$ cat src/rtl/ofs_ready_latency_sink.sv
// Receiving end of a ready-latency link: grants credit on s_ready, absorbs the beats
// that arrive READY_LATENCY cycles later and replays them on a valid/ready master port.
module ofs_ready_latency_sink #(
    parameter int unsigned WIDTH         = 8,
    parameter int unsigned READY_LATENCY = 2,
    parameter int unsigned DEPTH         = 4
) (
    input  logic             clk,
    input  logic             rst,
    output logic             s_ready,
    input  logic             s_valid,
    input  logic [WIDTH-1:0] s_data,
    output logic             m_valid,
    input  logic             m_ready,
    output logic [WIDTH-1:0] m_data,
    output logic             err_overflow
);
    localparam int unsigned RL    = READY_LATENCY;
    localparam int unsigned PTR_W = (DEPTH > 1) ? $clog2(DEPTH) : 1;
    localparam int unsigned OCC_W = $clog2(DEPTH + 1);
    localparam int unsigned SUM_W = $clog2(DEPTH + READY_LATENCY + 1);
    localparam int unsigned IGN_W = $clog2(READY_LATENCY + 1);

    logic [PTR_W-1:0] wr_q, wr_d;
    logic [PTR_W-1:0] rd_q, rd_d;
    logic [OCC_W-1:0] occ_q, occ_d;
    logic [RL-1:0]    hist_q, hist_d;
    logic             s_ready_q, s_ready_d;
    logic             m_valid_q, m_valid_d;
    logic             err_q, err_d;
    logic [IGN_W-1:0] ign_q, ign_d;
    logic [WIDTH-1:0] mem_q [DEPTH];
    logic [WIDTH-1:0] mem_d [DEPTH];
    logic [WIDTH-1:0] m_data_q, m_data_d;

    logic             live_c;
    logic             full_c;
    logic             pop_c;
    logic             push_c;
    logic             overflow_c;
    logic             ungranted_c;
    logic [SUM_W-1:0] outstanding_c;

    function automatic logic [PTR_W-1:0] ptr_inc(input logic [PTR_W-1:0] p);
        return (p == PTR_W'(DEPTH - 1)) ? '0 : p + PTR_W'(1);
    endfunction

    // Beats landing inside the post-reset window belong to grants issued before reset.
    always_comb begin
        live_c      = s_valid && (ign_q == '0);
        full_c      = (occ_q == OCC_W'(DEPTH));
        pop_c       = m_valid_q && m_ready;
        push_c      = live_c && (!full_c || pop_c);
        overflow_c  = live_c && full_c && !pop_c;
        ungranted_c = live_c && !hist_q[RL-1];
    end

    // FIFO pointers, occupancy and storage.
    always_comb begin
        wr_d  = push_c ? ptr_inc(wr_q) : wr_q;
        rd_d  = pop_c  ? ptr_inc(rd_q) : rd_q;
        occ_d = occ_q;
        if (push_c && !pop_c) begin
            occ_d = occ_q + OCC_W'(1);
        end else if (pop_c && !push_c) begin
            occ_d = occ_q - OCC_W'(1);
        end
        mem_d = mem_q;
        if (push_c) begin
            mem_d[wr_q] = s_data;
        end
        // Reading the post-write array covers a push into an empty (or just emptied) FIFO.
        m_data_d  = mem_d[rd_d];
        m_valid_d = (occ_d != '0);
    end

    // Credit: grants still in flight plus what will be stored must stay below DEPTH.
    always_comb begin
        outstanding_c = SUM_W'(s_ready_q);
        for (int i = 0; i < int'(RL) - 1; i++) begin
            outstanding_c = outstanding_c + SUM_W'(hist_q[i]);
        end
        hist_d    = hist_q << 1;
        hist_d[0] = s_ready_q;
        s_ready_d = (SUM_W'(occ_d) + outstanding_c) < SUM_W'(DEPTH);
        err_d     = err_q || overflow_c || ungranted_c;
        ign_d     = (ign_q != '0) ? ign_q - IGN_W'(1) : ign_q;
    end

    always_ff @(posedge clk) begin
        if (rst) begin
            wr_q      <= '0;
            rd_q      <= '0;
            occ_q     <= '0;
            hist_q    <= '0;
            s_ready_q <= 1'b0;
            m_valid_q <= 1'b0;
            err_q     <= 1'b0;
            ign_q     <= IGN_W'(RL);
        end else begin
            wr_q      <= wr_d;
            rd_q      <= rd_d;
            occ_q     <= occ_d;
            hist_q    <= hist_d;
            s_ready_q <= s_ready_d;
            m_valid_q <= m_valid_d;
            err_q     <= err_d;
            ign_q     <= ign_d;
        end
    end

    // Payload storage carries no reset; contents are qualified by occupancy.
    always_ff @(posedge clk) begin
        mem_q    <= mem_d;
        m_data_q <= m_data_d;
    end

    assign s_ready      = s_ready_q;
    assign m_valid      = m_valid_q;
    assign m_data       = m_data_q;
    assign err_overflow = err_q;

endmodule

$ cat config.mk
export PLATFORM = sky130hd
export DESIGN_NAME = ofs_ready_latency_sink
export DESIGN_NICKNAME = d
export VERILOG_FILES = /design/src/rtl/ofs_ready_latency_sink.sv
export SDC_FILE = /design/constraint.sdc
export NUM_CORES = 1
export LEC_CHECK = 0
export ABC_CLOCK_PERIOD_IN_PS = 3000
export CAP_MARGIN = 20
export CORE_MARGIN = 1.5
export CORE_UTILIZATION = 35
export DETAILED_ROUTE_END_ITERATION = 7
export PLACE_DENSITY_LB_ADDON = 0.12
export SYNTH_ARGS = -nofsm -noshare
export SYNTH_HDL_FRONTEND = slang
export SYNTH_SLANG_ARGS = --single-unit
export TNS_END_PERCENT = 10
$ cat constraint.sdc
create_clock -name clk -period 3 [get_ports clk]
set_input_delay 0.9 -clock clk [delete_from_list [all_inputs] [get_ports clk]]
set_output_delay 0.9 -clock clk [all_outputs]
set_load 0.02 [all_outputs]
Word-level counts from Yosys, hierarchy flattened
Cells that the tools add are included.

Bits in registers: 54. Input bits: 12. Output and inout port bits: 11. Logic and storage cells: 60.

$add $sub $neg: 7. Magnitude comparators: 4. Equality and inequality tests: 3. Multiplexer cells: 12. Bitwise gates (word level): 2. Reductions and logical operators: 19.

Operators with widths (number): $bwmux 32 (1); $mux 32 (1); $mux 8 (3); $bmux 8 s2 (1); $demux 8 s2 (1); $logic_and 1x1->1 (9); $ge 3x3->1 const B (2); $mux 2 (3); $mux 3 (2); $not 2->3 (2); $add 2x1->2 const B (2); $eq 2x2->1 const B (2); $logic_not 1->1 (4); $add 3x1->3 const B (1); $add 3x2->3 (1); $eq 3x3->1 const B (1); $logic_or 1x1->1 (3); $lt 3x1->1 const B (1); $lt 3x3->1 const B (1); $reduce_bool 3->1 (1); $sub 3x1->3 const B (1); $add 1x1->2 (1); $logic_not 2->1 (1); $reduce_bool 2->1 (1); $sub 2x1->2 const B (1).

Depth between registers and ports, before layout
Gate-level depths: netlist of run 1.

Depth in word-level cells: 10. Mapped depth: 12. Gate-level depth less buffers: 10.

Worst setup path before layout of run 1
Ideal clock, no wire load.

Path type: input-to-reg. From: input m_ready. To: register s_ready_q, in the netlist s_ready. Setup time: 0.072 ns. Arrival time: 2.437 ns. Path slack: 0.492 ns. Cell stages on the path: 11. Cell sequence: buf_4 > nand2_4 > buf_6 > buf_2 > o21ai_1 > o211ai_1 > inv_1 > ha_1 > a21o_1 > nand4_1 > mux2i_1.

Word-level cells in the longest chain between the ends: 9. Elaborated cells on any way between the ends: 11. Those cells by class: add/sub (1); order compare (1); mux (2); reduce/logical (7).

Ends and longest elaborated chain: start, declared (RTL line 14) `input logic m_ready,`; $logic_and 1x1->1 * (RTL line 52) `pop_c = m_valid_q && m_ready;`; $logic_or 1x1->1 (RTL line 53) `push_c = live_c && (!full_c || pop_c);`; $logic_and 1x1->1 (RTL line 53); $logic_not 1->1 (RTL line 65) `end else if (pop_c && !push_c) begin`; $logic_and 1x1->1 (RTL line 65); $mux 3 (RTL line 65); $mux 3 * (RTL line 63) `if (push_c && !pop_c) begin`; net occ_d[0] (RTL line 26) `logic [OCC_W-1:0] occ_q, occ_d;`; $add 3x2->3 * (RTL line 85) `s_ready_d = (SUM_W'(occ_d) + outstanding_c) < SUM_W'(DEPTH);`; $lt 3x3->1 * (RTL line 85); end signal, assigned (RTL line 105) `s_ready_q <= s_ready_d;`; end, declared (RTL line 28) `logic s_ready_q, s_ready_d;`.

The timed path passes the listed nets; every way through them passes the cells marked *. A chain may end at the register's enable or synchronous reset.

Worst setup path after layout of run 1
From: input s_valid. To: register s_ready_q, in the netlist s_ready.

Word-level cells in the longest chain between the ends: 8. Elaborated cells on any way between the ends: 9. Those cells by class: add/sub (1); order compare (1); mux (2); reduce/logical (5).

Ends and longest elaborated chain: start, declared (RTL line 11) `input logic s_valid,`; $logic_and 1x1->1 * (RTL line 50) `live_c = s_valid && (ign_q == '0);`; $logic_and 1x1->1 * (RTL line 53); $logic_not 1->1 (RTL line 65); $logic_and 1x1->1 (RTL line 65); $mux 3 (RTL line 65); $mux 3 * (RTL line 63); net occ_d[0] (RTL line 26); $add 3x2->3 * (RTL line 85); $lt 3x3->1 * (RTL line 85).

Marked as above.

==> results of run 1 <==
==> path summary, 6_finish.rpt <==
kind | to | from | slack [ps]
setup reg to reg | s_ready$_SDFF_PP0_ | occ_q[1]$_SDFF_PP0_ | 610
setup / recovery | s_ready$_SDFF_PP0_ | s_valid | 410
hold / removal | mem_q[3]$_DFF_P_ | mem_q[3]$_DFF_P_ | 460
hold reg to reg | mem_q[3]$_DFF_P_ | mem_q[3]$_DFF_P_ | 460
==> routing by layer <==
layer / wire length, um / vias to the layer above / track usage
met5: 0 / - / 0
met4: 35 / 0 / 0.0404
met3: 169 / 4 / 0.0268
met2: 2830 / 41 / 0.246
met1: 3370 / 1045 / 0.233
li1: - / 1102 / -
==> stage by stage <==
step	instance area (um2)	power, uW
floorplan	2840	1930
global placement	3140	2250
global route	3240	2880
detailed placement	3140	2250
CTS	3240	2700
finish	3240	2670
==> flip-flops by register name (all words and copies together) (netlist names) <==
name	flops
err_overflow	1
m_data	8
occ_q	3
wr_q	2
mem_q	32
hist_q	2
s_ready	1
ign_q	2
rd_q	2
m_valid	1
==> report_power, final <==
group          internal (uW)  switching [uW]
clock network            174             266
registers                930             120
logic                    525             661
total                   1630            1050
==> cells in the final DEF, fill, tap and decap left out, types with 3 or more instances in the layout <==
cell type | Yosys | routed
a211oi_1 | 44 | 44
dfxtp_1 | 54 | 54
o21ai_1 | 3 | 3
nand2_1 | 6 | 6
buf_4 | 7 | 11
nor2_1 | 6 | 6
a21oi_1 | 6 | 6
nand3_4 | 3 | 3
clkbuf_8 | 0 | 5
nor4_1 | 8 | 8
nand3_1 | 5 | 5
inv_1 | 19 | 19
nand4_1 | 4 | 4
a211oi_2 | 20 | 20
a21o_1 | 35 | 35
ha_1 | 10 | 10
o211ai_1 | 3 | 3
clkdlybuf4s50_1 | 0 | 22
==> area by class of cell <==
class | count | area share
well taps | 102 | 0.0394
clock buffers | 5 | 0.0212
multi-input cells | 183 | 0.469
inverters | 19 | 0.0220
flip-flops and latches | 54 | 0.333
repair buffers | 35 | 0.106
clock inverters | 3 | 0.00888
==> kinds of logic (layout without fill, tap and decap cells) <==
group	count (synthesis)	after routing	synth area share
muxes	3	3	0.0110
xor gates and xnor gates	1	1	0.00309
adders and majority gates	10	10	0.0441
buffers and inverters	38	62	0.0825
and+or+nand+nor	45	45	0.105
DFF	54	54	0.381
AOI/OAI and AO/OA	124	124	0.373
==> out/qor.yml, run 1 <==
maxCapViolCount: 0
cts_made_buffers: 5
seq_area_frac_synth: 0.381
ys_types: 44
rsz0062_at_grt: "no"
die_x_um: 93.0
globalRouteOverflowTotal: 0
grt_pass1_wl_um: 10700
ys_warn_count: 0
p_per_area_mw_per_mm2: 825
ctsResizeCount: 0
worstPathBufferInverterCount: 2
core_mm2: 0.00777
finalSetupViolCount: 0
routed_wl_um: 6400
row_count: 32
register_area_mm2: 0.00108
synth_area_leader_cell: "dfxtp_1"
max_stage_delay_ps: 580
synth-main-ff-cell: "dfxtp_1"
pin_count: 23
dieArea_mm2: 0.00865
crit_path_start_kind: "input port"
synth_area_mm2: 0.00284
postLayoutSetupSlackWorst_ps: 405
worstPathCellList: "clkdlybuf4s50_1, and2_1, o21ai_1, o211ai_1, inv_1, ha_1, a21o_1, nand4_1, mux2i_1"
synth_top_area_frac: 0.381
maxSlewViolCount: 0
floorplan.initialDensity: 0.365
p_leak_uw: 0.00139
vdd_drop_max_v: 0.000363
crit_required_ps: 3250
final-instance-count-excl-fill: 401
synth_fp_nets: 297
max_freq_mhz: 385
cp_slowest_cell: "clkdlybuf4s50_1"
drive_gt1_frac: 0.174
finClkSkew_ps: 11.6
post_drt_via_cell_ratio: 5.47
vias: 2192
antenna_found_initial: 0
fin_setup_tns_ps: 0
cp_top_family: "buffers and inverters"
cts_hold_buf: 0
whs_path_depth: 1
hp-class: "flip-flop to flip-flop"
die_h_um: 93.0
reg2regPathDepth: 10
synth.most_common_cell: "dfxtp_1"
critPathMaxFanout: 5
grt_pass1_vias: 2100
cts_setup_buffers: 0
dp_hpwl_um: 4470
cts_num_sinks: 54
dp.cells: 393
num-fill-cells: 776
finalCritPeriodShare: 0.865
crit_type: "input port to flip-flop"
synth_edf_count: 0
ant_nets: 0
num-nets-final: 320
drtPass1Iterations: 4
clkTransAtPathRegs_ps: 100
cp.depth: 9
ys_seq_elements: 54
clockBufferDepth: 2
async_reset_ff_frac: 0
diodes: 0
syn_avg_cell_area_um2: 10.3
tritoncts: "done"
grt_max_degree: 39
min_period_ps: 2590
cts-htree-levels: 2
syn_to_final_growth_pct: 14.3
final_util: 0.417
place.port_buffers: 22
relSlewSlack: 0.630
dp_slack_ps: 95.8
worstMarginPinSlew_ps: 555
fin_hold_ws_ps: 463
end_kind: "flip-flop"
synth_common_cells: "54 x dfxtp_1, 44 x a211oi_1, 35 x a21o_1"
hold_viol_final: 0
synth_area_leaders: "dfxtp_1 38%, a211oi_1 12%, a21o_1 9.3%"
multi_input_area_mm2: 0.00152
drc: 0
cts_root_buf: "clkbuf_8"
finalWeightedCongestion: 0.790
drtIter0Drc: 75
critPathArrivalTime_ps: 2850
drt-wirelength-per-cell_um: 16.0
synthCells: 275
outcome: "completed"
grt_usage: 0.161
clock_latency_ps: 320
No activity file was read; power rests on OpenSTA's default activity.
==> run 2: changes to the inputs <==
Settings changed: CTS_CLUSTER_DIAMETER set to 60.
==> results of run 2 <==
Same layout as run 1: the final DEF is identical, and so are final timing and power.
==> run 3: changes to the inputs <==
Settings changed: TNS_END_PERCENT 10 to 100.
==> results of run 3 <==
Same layout as run 1: the final DEF is identical, and so are final timing and power.
